`config.mk`:
```
export PLATFORM = sky130hd
export DESIGN_NAME = fwd_hazard_unit
export DESIGN_NICKNAME = d
export VERILOG_FILES = /design/src/rtl/fwd_pkg.sv /design/src/rtl/fwd_select.sv /design/src/rtl/fwd_hazard_unit.sv
export SDC_FILE = /design/constraint.sdc
export NUM_CORES = 1
export LEC_CHECK = 0
export ABC_CLOCK_PERIOD_IN_PS = 5540
export CORE_AREA = 2 2 48 50
export DETAILED_ROUTE_END_ITERATION = 8
export DIE_AREA = 0 0 50 52
export PLACE_DENSITY = 0.82
export SLEW_MARGIN = 20
export SYNTH_ARGS = -nofsm -noshare
export SYNTH_HDL_FRONTEND = slang
export SYNTH_SLANG_ARGS = --single-unit
```
`constraint.sdc`:
```
create_clock -name clk_i -period 5.54 [get_ports clk_i]
set_clock_uncertainty 0.15 [all_clocks]
set_input_delay 1.108 -clock clk_i [delete_from_list [all_inputs] [get_ports clk_i]]
set_output_delay 1.108 -clock clk_i [all_outputs]
set_load 0.02 [all_outputs]
```
`src/rtl/fwd_pkg.sv`:
```
// fwd_pkg: shared select encoding, stall FSM state encoding and constants for fwd_hazard_unit
package fwd_pkg;
  typedef enum logic [1:0] {
    FWD_RF  = 2'b00,
    FWD_WB  = 2'b01,
    FWD_MEM = 2'b10,
    FWD_WBD = 2'b11
  } fwd_sel_t;
  typedef logic [1:0] hz_state_t;
  localparam hz_state_t IDLE      = 2'd0;
  localparam hz_state_t LOAD_WAIT = 2'd1;
  localparam hz_state_t MEM_WAIT  = 2'd2;
  localparam int REG_ZERO = 0;
endpackage

```
`src/rtl/fwd_select.sv`:
```
// fwd_select: single-operand forwarding priority comparator (MEM > WB > WB-delay > regfile)
module fwd_select import fwd_pkg::*; #(
  parameter int REG_AW = 5
) (
  input  logic [REG_AW-1:0] ex_rs_i,
  input  logic              mem_reg_write_i,
  input  logic [REG_AW-1:0] mem_rd_i,
  input  logic              wb_reg_write_i,
  input  logic [REG_AW-1:0] wb_rd_i,
  input  logic              wbd_valid_i,
  input  logic [REG_AW-1:0] wbd_rd_i,
  output fwd_sel_t          sel_o
);
  logic mem_hit, wb_hit, wbd_hit;
  assign mem_hit = mem_reg_write_i && mem_rd_i != REG_AW'(REG_ZERO) && mem_rd_i == ex_rs_i;
  assign wb_hit  = wb_reg_write_i && wb_rd_i != REG_AW'(REG_ZERO) && wb_rd_i == ex_rs_i;
  assign wbd_hit = wbd_valid_i && wbd_rd_i == ex_rs_i;
  assign sel_o = mem_hit ? FWD_MEM : wb_hit ? FWD_WB : wbd_hit ? FWD_WBD : FWD_RF;
endmodule

```
`src/rtl/fwd_hazard_unit.sv`:
```
// fwd_hazard_unit: EX operand forwarding selects plus load-use stall FSM between ID and EX.
// Optional FWD_WB_BYPASS_EN adds a one-entry WB-delay register feeding select 11.
module fwd_hazard_unit import fwd_pkg::*; #(
  parameter int NUM_SRC  = 2,
  parameter int REG_AW   = 5,
  parameter int LOAD_LAT = 1
) (
  input  logic                      clk_i,
  input  logic                      rst_i,
  input  logic                      flush_i,
  input  logic                      id_valid_i,
  input  logic [NUM_SRC*REG_AW-1:0] id_rs_i,
  input  logic [NUM_SRC-1:0]        id_rs_used_i,
  input  logic [NUM_SRC*REG_AW-1:0] ex_rs_i,
  input  logic                      ex_reg_write_i,
  input  logic                      ex_mem_read_i,
  input  logic [REG_AW-1:0]         ex_rd_i,
  input  logic                      mem_reg_write_i,
  input  logic [REG_AW-1:0]         mem_rd_i,
  input  logic                      mem_busy_i,
  input  logic                      wb_reg_write_i,
  input  logic [REG_AW-1:0]         wb_rd_i,
  output logic [2*NUM_SRC-1:0]      fwd_sel_o,
  output logic                      stall_o,
  output logic                      bubble_o,
  output logic                      hazard_o
);
  localparam logic [3:0] CNT_INIT = LOAD_LAT > 1 ? 4'(LOAD_LAT - 2) : 4'd0;
  if (LOAD_LAT < 1 || LOAD_LAT > 15 || NUM_SRC < 1 || NUM_SRC > 4) begin : g_bad_cfg
    $error("fwd_hazard_unit: LOAD_LAT must be 1..15 and NUM_SRC 1..4");
  end
  hz_state_t state_q, state_d;
  logic [3:0] cnt_q, cnt_d;
  logic [NUM_SRC-1:0] rs_hit;
  fwd_sel_t sel [NUM_SRC];
  logic hz, wbd_valid;
  logic [REG_AW-1:0] wbd_rd;
`ifdef FWD_WB_BYPASS_EN
  logic wbd_valid_q;
  logic [REG_AW-1:0] wbd_rd_q;
  always_ff @(posedge clk_i)
    if (rst_i) begin
      wbd_valid_q <= 1'b0;
      wbd_rd_q    <= '0;
    end else begin
      wbd_valid_q <= wb_reg_write_i && wb_rd_i != REG_AW'(REG_ZERO);
      wbd_rd_q    <= wb_rd_i;
    end
  assign wbd_valid = wbd_valid_q;
  assign wbd_rd    = wbd_rd_q;
`else
  assign wbd_valid = 1'b0;
  assign wbd_rd    = '0;
`endif
  for (genvar k = 0; k < NUM_SRC; k++) begin : g_src
    assign rs_hit[k] = id_rs_used_i[k] && id_rs_i[k*REG_AW +: REG_AW] == ex_rd_i;
    fwd_select #(.REG_AW(REG_AW)) u_sel (
      .ex_rs_i         (ex_rs_i[k*REG_AW +: REG_AW]),
      .mem_reg_write_i (mem_reg_write_i),
      .mem_rd_i        (mem_rd_i),
      .wb_reg_write_i  (wb_reg_write_i),
      .wb_rd_i         (wb_rd_i),
      .wbd_valid_i     (wbd_valid),
      .wbd_rd_i        (wbd_rd),
      .sel_o           (sel[k])
    );
    assign fwd_sel_o[2*k +: 2] = rst_i ? 2'b00 : sel[k];
  end
  assign hz = id_valid_i && ex_mem_read_i && ex_reg_write_i && ex_rd_i != REG_AW'(REG_ZERO) && |rs_hit;
  assign stall_o  = !rst_i && !flush_i && (state_q != IDLE || hz);
  assign bubble_o = stall_o;
  assign hazard_o = !rst_i && !flush_i && state_q == IDLE && hz;
  // hz outside IDLE is deliberately ignored; it is picked up again once back in IDLE
  always_comb begin
    state_d = state_q;
    cnt_d   = cnt_q;
    if (flush_i) begin
      state_d = IDLE;
      cnt_d   = '0;
    end else if (state_q == IDLE && hz) begin
      state_d = LOAD_LAT > 1 ? LOAD_WAIT : mem_busy_i ? MEM_WAIT : IDLE;
      cnt_d   = CNT_INIT;
    end else if (state_q == LOAD_WAIT) begin
      state_d = cnt_q != 4'd0 ? LOAD_WAIT : mem_busy_i ? MEM_WAIT : IDLE;
      cnt_d   = cnt_q != 4'd0 ? cnt_q - 4'd1 : cnt_q;
    end else if (state_q != IDLE && (state_q != MEM_WAIT || !mem_busy_i)) begin
      state_d = IDLE;
    end
  end
  always_ff @(posedge clk_i)
    if (rst_i) begin
      state_q <= IDLE;
      cnt_q   <= '0;
    end else begin
      state_q <= state_d;
      cnt_q   <= cnt_d;
    end
endmodule
```
Word level (Yosys, flattened, before mapping)

Index checks and enable logic that the tools add are counted.

Add/subtract/negate cells: 1
Equal/unequal tests: 8
Muxes and demuxes: 11
Reductions and logical operators: 34

Operators with widths:

| cell                                                               | number |
|---|---|
| 5-bit == test                                                      | 6 |
| 1-bit logical AND                                                  | 18 |
| 2-bit 2-to-1 mux                                                   | 9 |
| 5-bit nonzero test                                                 | 3 |
| 4-bit nonzero test                                                 | 1 |
| 2-bit OR reduction                                                 | 2 |
| 4-bit by 1-bit subtractor with 4-bit output, second input constant | 1 |
| 1-bit zero test                                                    | 3 |
| 3-bit nonzero test                                                 | 1 |
| 3-bit OR reduction                                                 | 1 |
| 2-bit by 1-bit == test with 1-bit output, second input constant    | 1 |
| 2-bit zero test                                                    | 1 |
| 1-bit logical OR                                                   | 2 |
| 1-bit 2-to-1 mux                                                   | 2 |
| 2-bit inequality test, second input constant                       | 1 |
| 2-bit AND reduction                                                | 1 |
| 2-bit nonzero test                                                 | 1 |

Register bits after elaboration: 6
Input bits: 46
Output and inout bits: 7
Word-level logic and storage cells: 56

Logic depth before layout (Yosys ltp)

Gate-level depths: netlist (run 1).

Word-level depth: 6
Mapped depth: 7
Mapped depth without buffers: 7

By module

From an unflattened synthesis (run 1), not the netlist that was laid out.

Cells, all modules: 120
Area total of the unflattened synthesis: 929.6 um2

Modules (own cells, without submodules):

| module          | times used | cells each | area an instance (um2) | sequential area each (um2) |
|---|---|---|---|---|
| fwd_hazard_unit | 1          | 62         | 489.2                  | 120.1 |
| fwd_select      | 2          | 29         | 220.2                  | 0.0 |

Worst setup path before layout (run 1)

OpenSTA, ideal clock, no wires.

Path kind: input-to-output
Start point: input port mem_rd_i[0]
End point: output port fwd_sel_o[0]
Arrival time: 2500 ps
Data required time: 4282 ps
Slack: 1782 ps
Stages: 4
Buffers on the path: 0
Cells stage by stage: or4_1 o21ai_2 nor4_1 nor4_1

Word-level cells in the longest chain between the ends: 5
Elaborated cells between the ends (all ways): 6
Classes of those cells: eq/ne (1); mux (2); reduce/logical (3)

RTL lines:

| what                | RTL line              | text |
|---|---|---|
| from (decl)         | fwd_hazard_unit.sv:19 | `input logic [REG_AW-1:0] mem_rd_i,` |
| 5-bit nonzero test  | fwd_select.sv:15      | `assign mem_hit = mem_reg_write_i && mem_rd_i != REG_AW'(REG_ZERO) && mem_rd_i == ex_rs_i;` |
| 1-bit logical AND   | fwd_select.sv:15      |  |
| 1-bit logical AND * | fwd_select.sv:15      |  |
| 2-bit 2-to-1 mux *  | fwd_select.sv:18      | `assign sel_o = mem_hit ? FWD_MEM : wb_hit ? FWD_WB : wbd_hit ? FWD_WBD : FWD_RF;` |
| 2-bit 2-to-1 mux *  | fwd_hazard_unit.sv:67 | `assign fwd_sel_o[2*k +: 2] = rst_i ? 2'b00 : sel[k];` |
| to (decl)           | fwd_hazard_unit.sv:23 | `output logic [2*NUM_SRC-1:0] fwd_sel_o,` |

Mark *: on every way between the ends. The rest lies on a longest branch, timed or not.

Final worst setup path (run 1)

Start point: input port ex_rd_i[2]
End point: output port hazard_o

Word-level cells in the longest chain between the ends: 5
Elaborated cells between the ends (all ways): 9
Classes of those cells: eq/ne (2); reduce/logical (7)

RTL lines:

| what                | RTL line              | text |
|---|---|---|
| from (decl)         | fwd_hazard_unit.sv:17 | `input logic [REG_AW-1:0] ex_rd_i,` |
| 5-bit == test       | fwd_hazard_unit.sv:56 | `assign rs_hit[k] = id_rs_used_i[k] && id_rs_i[k*REG_AW +: REG_AW] == ex_rd_i;` |
| 1-bit logical AND   | fwd_hazard_unit.sv:56 |  |
| 2-bit OR reduction  | fwd_hazard_unit.sv:69 | `assign hz = id_valid_i && ex_mem_read_i && ex_reg_write_i && ex_rd_i != REG_AW'(REG_ZERO) && \|rs_hit;` |
| 1-bit logical AND * | fwd_hazard_unit.sv:69 |  |
| 1-bit logical AND * | fwd_hazard_unit.sv:72 | `assign hazard_o = !rst_i && !flush_i && state_q == IDLE && hz;` |
| to (decl)           | fwd_hazard_unit.sv:26 | `output logic hazard_o` |

Marked as above.

==> results, run 1 <==
- The number of hold buffers added after CTS is 0.
- The endpoint required time on the critical path is between 4000 and 5000 ps.
- The endpoint of the lowest-slack register-to-register path is cnt_q[2].
- Sequential elements use between 10% and 20% of the synthesized area.
- The clock transition at the registers of the reported paths is about 40 ps.
- The number of gates resized after CTS was 0.
- The routed via count divided by cell count is ~5.
- The TritonCTS clock tree is done.
- The die is around 50 um wide.
- Input and output buffers added on the ports amount to 52.
- The number of antenna violations at the first check in global routing was 0.
- The relative max-transition margin is 58.5%.
- The leakage power figure is about 0.00045 uW.
- The flow ran to the end, and the final reports show no timing, DRC or antenna violations.
- Adding up every negative setup slack in the final design gives 0 ps.
- The average size of a mapped cell is 7.94 um2.
- Subtracting the final worst setup slack from the clock period gives approximately 4600 ps.
- The proportion of layout cells with a drive suffix above 1 is roughly 3.4%.
- The number of filler cells placed in the layout is approximately 180.
- The via count of the first global-routing pass is just over 900.
- The critical-path maximum fanout is 5.
- The global-route wire length before repair is roughly 3.5 mm.
- In this run, CTS created clock tree buffers numbering 3.
- The total routing usage reported by global routing is 18.1%.
- At the pin with the least slew margin, the transition time is ~620 ps.
- Setup violations remaining at the end of the flow were counted as 0.
- The netlist uses 26 different library cells.
- The die outline height is 52 um.
- The worst hold path belongs to the class flip-flop to flip-flop.
- For hold timing, the worst endpoint is cnt_q[3].
- The depth of the CTS H-tree is 1.
- The initial core utilization is between 30% and 40%.
- Ranked by total cell area, the synthesized netlist is headed by sky130_fd_sc_hd__xnor2_1, sky130_fd_sc_hd__xor2_1, sky130_fd_sc_hd__dfxtp_1, sky130_fd_sc_hd__nor3_1, sky130_fd_sc_hd__nor4_1.
- The total overflow left after global routing is 0.
- The cell area after layout is around 1300 um2.
- The leading cell type by number of instances after synthesis is sky130_fd_sc_hd__xnor2_1.
- Across all layers, the routed design uses 850 vias.
- Summed over all layers, the routed wires come to around 2.1 mm.
- The warning count from the yosys run is 0.
- For this design the top-level I/O count stands at between 50 and 60.
- In the synthesized netlist, the cells that appear most often are sky130_fd_sc_hd__xnor2_1, sky130_fd_sc_hd__xor2_1, sky130_fd_sc_hd__nand2_1, sky130_fd_sc_hd__nor3_1, sky130_fd_sc_hd__dfxtp_1.
- The tightest hold path in the finished design has a slack of roughly 420 ps.
- In this run the clock root is driven by a sky130_fd_sc_hd__clkbuf_4.
- The final number of hold-violating endpoints is 0.
- The max-slew violation count is 0.
- For this run, the top clock speed supported by timing is about 220 MHz.
- The cell area that synthesis handed to floorplanning was 731 um2.
- The worst-case register-to-register setup slack is approximately 3600 ps.
- The total cell area at the placement stage is around 1300 um2.
- Yosys mapped a number of flops with a built-in enable equal to 0.
- The power density over the cells is 114 nW/um2.
- The later-pin clock latency in the skew report is ~240 ps.
- The area growth from synthesis to layout is 78.1%.
- STA classifies the critical path startpoint as an input pin.
- The critical register-to-register path startpoint is cnt_q[0].
- The detailed router finished its first iteration with 5 violations.
- The share of the clock period used by the worst path after layout is between 80 and 90%.
- The final HPWL from detailed placement is about 2 mm.
- The post-synthesis register bit count is 6.
- The fraction of synthesized cell area taken by the top area cell type is 20.4%.
- The peak supply drop is about 0.066 mV.
- The net count after synthesis is 140.
- The start-to-end type of the worst setup path is input pin to output pin.
- The data arrival time of the worst path is about 3300 ps.
- Across the run, the number of max-cap violations was 0.
- The number of buffers between clock root and the deepest sink is 2.
- Entering global routing, the biggest net connects 7 pins.
- The predominant post-synthesis flop cell is sky130_fd_sc_hd__dfxtp_1.
- The region available for standard cell placement spans between 2000 and 2500 um2.
- The library cell with the largest summed area after synthesis is sky130_fd_sc_hd__xnor2_1.
- The number of placement rows is 17.
- The worst setup path is captured at an output pin.
- The antenna violation net count after detailed routing is 0.
- After detailed routing, the number of remaining DRC violations is 0.
- The final estimated routing congestion in global placement is 0.809.
- For this run, the detailed router's first-pass iteration total came to 3.
- The final routed wire length divided by cell count is ~12 um.
- The area enclosed by the die boundary is 2600 um2.
- The final layout contains around 200 nets.
- The worst hold path passes through 2 cells.
- Setup repair after global routing left no endpoint under its margin.
- In this run the most critical hold path is launched from cnt_q[3].
- Of all flip-flops after synthesis, the portion carrying an async set or reset was 0%.
- The total inserted antenna cells is 0.
- The number of clock sinks is 6.
- The number of cells on the worst reg-to-reg path is 7.
- The synthesized instance count is 92.
- Cells fill between 60% and 70% of the core in the end.
- Buffers added to address setup during post-CTS repair amount to 0.
[power breakdown]
| group | leakage (uW) | total, uW | internal (uW) | switching, uW |
|---|---|---|---|---|
| Sequential | 0.0000483 | 43.4 | 43.4 | 0.00653 |
| Combinational | 0.000383 | 66.9 | 42.8 | 24.1 |
| Clock | 0.0000138 | 38.7 | 24.4 | 14.3 |
| Total | 0.000445 | 149 | 111 | 38.4 |
[worst max-delay path: stages]
cell and delay [ps]:
sky130_fd_sc_hd__clkdlybuf4s50_1 480, sky130_fd_sc_hd__xor2_1 200, sky130_fd_sc_hd__nor4_1 270, sky130_fd_sc_hd__a32oi_1 190, sky130_fd_sc_hd__nor2_1 300, sky130_fd_sc_hd__and2_1 170, sky130_fd_sc_hd__clkdlybuf4s50_1 590
[state kept, by name (all words and copies together) (netlist names)]
| name | cells |
|---|---|
| state_q | 2 |
| cnt_q | 4 |
[final cells by class]
| class | count | area, um2 | area share, % |
|---|---|---|---|
| tap | 28 | 35.0 | 2.69 |
| sequential | 6 | 120 | 9.23 |
| clock buffer | 3 | 22.5 | 1.73 |
| multi-input combinational | 83 | 596 | 45.8 |
| inverter | 2 | 7.51 | 0.577 |
| timing repair buffer | 52 | 520 | 40.0 |
[routing by layer]
layer	GRT usage, %	vias up	share of wire (%)
met1	15.3	356	36
met5	0	-	0
met4	6.94	0	2.5
met2	37.7	57	50
li1	-	431	-
met3	6.03	6	11
[cell usage in the layout (no fill, tap or decap), drive strengths merged, types with 2 or more instances in the layout]
cell and n:
nand3 3, ha 2, nor4 6, xor2 16
xnor2 17, nor2 5, and2 3, clkdlybuf4s50 52
nand2 7, inv 2, o21ai 2, nor3b 4
nor3 7, nand4 2, dfxtp 6, or4 2
clkbuf 3
[metrics by stage]
step / total power, uW / cells / setup slack, ps
after detailed placement: 111 / 171 / 966
final: 149 / 174 / 969
after global routing: 160 / 174 / 838
after floorplan: 67.4 / 92 / 1780
after global placement: 110 / 171 / 978
after CTS: 151 / 174 / 967
[logic make-up after synthesis]
| kind of cell | share of synthesized area, % |
|---|---|
| XOR/XNOR | 39.6 |
| adder cells (fa/ha/maj) | 3.42 |
| flip-flops | 16.4 |
| multiplexers | 1.37 |
| AND/OR/NAND/NOR | 31.2 |
| AO/OA/AOI/OAI | 5.99 |
| buffers and inverters | 2.06 |
[worst max path at each step]
stage,end,startpoint,slack [ps]
final,hazard_o,ex_rd_i[2],970
after global routing,hazard_o,ex_rd_i[3],840
after CTS,hazard_o,ex_rd_i[2],970
after detailed placement,fwd_sel_o[2],mem_rd_i[0],970
after global placement,hazard_o,ex_rd_i[3],980
after floorplan,fwd_sel_o[0],mem_rd_i[0],1780
(Power assumes the default switching activity.)
==> run 2: changes to the inputs <==
Settings changed: ABC_CLOCK_PERIOD_IN_PS 5540 to 3800, CORE_AREA 2 2 48 50 to 2 2 52 54, DIE_AREA 0 0 50 52 to 0 0 54 56, PLACE_DENSITY 0.82 to 0.74.
Clock period 5.54 ns to 3.8 ns, I/O delays scaled along.
==> results, run 2 (same netlist as run 1, synthesis figures left out) <==
- For this block, the routed nets add up to around 2.4 mm of wire.
- The number of clock sinks is 6.
- For the pin with the worst max-slew slack, the measured transition is approximately 700 ps.
- The filler cells instantiated in the layout total about 220.
- The launching element type of the critical path is an input pin.
- The kind of path behind the tightest hold check is flip-flop to flip-flop.
- The port buffer count is 52.
- The routed via count divided by cell count is between 4 and 5.
- The slowest stage cell on the critical path is sky130_fd_sc_hd__clkdlybuf4s50_1.
- The global-route wire length before repair is about 3.6 mm.
- In the final layout, the registers with the most flip-flops are cnt_q x4, state_q x2.
- The library cells used most frequently in the layout, excluding fill and tap cells, are sky130_fd_sc_hd__clkdlybuf4s50_1, sky130_fd_sc_hd__xnor2_1, sky130_fd_sc_hd__xor2_1.
- In this run, CTS created clock tree buffers numbering 3.
- The post-CTS setup repair buffer count is 0.
- Walking the worst path, the cells encountered are clkdlybuf4s50_1 -> buf_4 -> xnor2_1 -> nand3_1 -> nor4_2 -> nor2b_1 -> clkdlybuf4s50_1.
- The final estimated routing congestion in global placement is about 0.83.
- The routed via count is roughly 900.
- The relative max-transition margin is a little over half.
- The initial core utilization is a little under a third.
- The final number of hold-violating endpoints is 0.
- The kind of capture point of the worst setup path is an output pin.
- The number of antenna diodes in the final layout is 0.
- Based on the critical path, the design can be clocked at up to between 200 and 300 MHz.
- In this run the remaining antenna-violating nets after routing total 0.
- The power density over the cells is around 160 nW/um2.
- The leakage power figure is ~0.00054 uW.
- The final routed wire length divided by cell count is between 10 and 15 um.
- The endpoint required time on the critical path is just under 3000 ps.
- Setup violations remaining at the end of the flow were counted as 0.
- The die is 54 um wide.
- The later-pin clock latency in the skew report is 240 ps.
- Across all hold checks on the routed design, the worst slack comes to roughly 410 ps.
- The peak supply drop is around 0.1 mV.
- The pin count of the biggest net entering global routing is 7.
- The summed negative setup slack over all endpoints is 0 ps.
- The area growth from synthesis to layout is 89.6%.
- The flip-flop count of the largest register, all copies and words added is 4.
- The share of the clock period used by the worst path after layout is between 90% and 100%.
- The critical-path maximum fanout is 2.
- For the finished layout, the period the worst path requires is 3620 ps.
- In this run the count of I/O pins placed on the die edge is 53.
- The root buffer cell is sky130_fd_sc_hd__clkbuf_4.
- After clock tree synthesis, the clock-pin slew on the worst setup and hold paths is about 40 ps.
- The run finished with clean final reports.
- The data arrival time of the worst path is about 2700 ps.
- Setup repair after global routing left no endpoint under its margin.
- The DRC violations left is 0.
- The most numerous cell on the critical path is sky130_fd_sc_hd__clkdlybuf4s50_1.
- The number of antenna violations at the first check in global routing is 0.
- The start-to-end type of the worst setup path is input pin to output pin.
- The total number of nets in the final design is 205.
- The via count of the first global-routing pass was 981.
- In the final layout, the share of cells above drive strength 1 is 10.3%.
- The finished layout holds between 150 and 200 standard cells, fillers aside.
- Summed over all layers, the global routing overflow is 0.
- In this run the core area contains 18 standard-cell rows.
- The total routing usage reported by global routing is between 15 and 20%.
- In this run, the number of DRC markers left after iteration 0 of detailed routing was 10.
- The count of placed standard cells including taps is ~180.
- Counting flops per register, the top entry is cnt_q.
- The die outline height is about 56 um.
- The number of buffers between clock root and the deepest sink is 2.
- The first detailed-routing pass ran for 4 iterations.
- The max-slew violation count is 0.
- The critical path's largest stage delay is roughly 610 ps.
- In this run the standard cell core region covers about 2400 um2.
- The die covers between 3000 and 4000 um2.
- The leading cell type in the layout, fill and taps excluded is sky130_fd_sc_hd__clkdlybuf4s50_1.
- The number of max-capacitance violations reported is 0.
- The depth of the CTS H-tree is 1.
- The final HPWL from detailed placement is between 2 and 2.5 mm.
- The TritonCTS clock tree is done.
-- run 2: changes by cell type in the layout (fill, tap and decap cells not counted) --
cell / change
sky130_fd_sc_hd__nor4_1: -2
sky130_fd_sc_hd__clkdlybuf4s50_1: -5
sky130_fd_sc_hd__dlymetal6s2s_1: +2
sky130_fd_sc_hd__nor4_2: +2
sky130_fd_sc_hd__dlygate4sd2_1: +3
sky130_fd_sc_hd__buf_4: +9
-- run 2: through the flow --
step	area [um2]	utilization, %	worst slack [ps]	total power (uW)
after floorplan	731	-	738	98.3
after global placement	1350	55.5	14.1	168
after detailed placement	1350	55.5	-58.4	170
after CTS	1370	56.5	7.68	230
after global routing	1390	56.9	24.4	240
final	1390	56.9	180	226
-- run 2: final timing paths --
path	startpoint	endpoint	slack, ps	depth (start not counted)
hold reg to reg	cnt_q[3]	cnt_q[3]	410	2
setup reg to reg	cnt_q[0]	cnt_q[2]	1770	7
setup / recovery	mem_rd_i[0]	fwd_sel_o[1]	180	7
hold / removal	cnt_q[3]	cnt_q[3]	410	2
-- run 2: what timing repair did --
action                                  CTS  global route
pin swaps                                 0             0
hold buffers                              0             0
endpoints found under the hold margin     0             0
gates resized for setup                   4             3
endpoints found under the setup margin    4             3
-- run 2: cell type report --
cell class | count | area [um2] | share of cell area, %
multi-input combinational | 83 | 608 | 43.9
sequential | 6 | 120 | 8.67
tap | 30 | 37.5 | 2.71
clock buffer | 3 | 22.5 | 1.63
inverter | 2 | 7.51 | 0.542
timing repair buffer | 61 | 589 | 42.5
-- run 2: layer usage --
layer	track usage (%)	part of all wire [%]	up-vias
met5	0	0	-
li1	-	-	454
met2	31.9	52	55
met4	6.43	0.80	0
met3	7.26	14	2
met1	11.8	33	388
-- run 2: worst max-delay path: cells and delay by family --
kind,cells,cell delay [ps]
XOR/XNOR,1,160
buffers and inverters,3,1180
AND/OR/NAND/NOR,3,590
-- run 2: where the power goes --
group	internal [uW]	leakage (uW)	switching (uW)
registers	63.2	0.0000483	0.00961
logic	68.1	0.000480	39.4
clock network	35.5	0.0000138	20.2
==> run 3: changes to the inputs <==
Settings changed: ABC_CLOCK_PERIOD_IN_PS 3800 to not set.
==> results of run 3 <==
The final DEF is identical to that of run 2; final timing and power are the same.
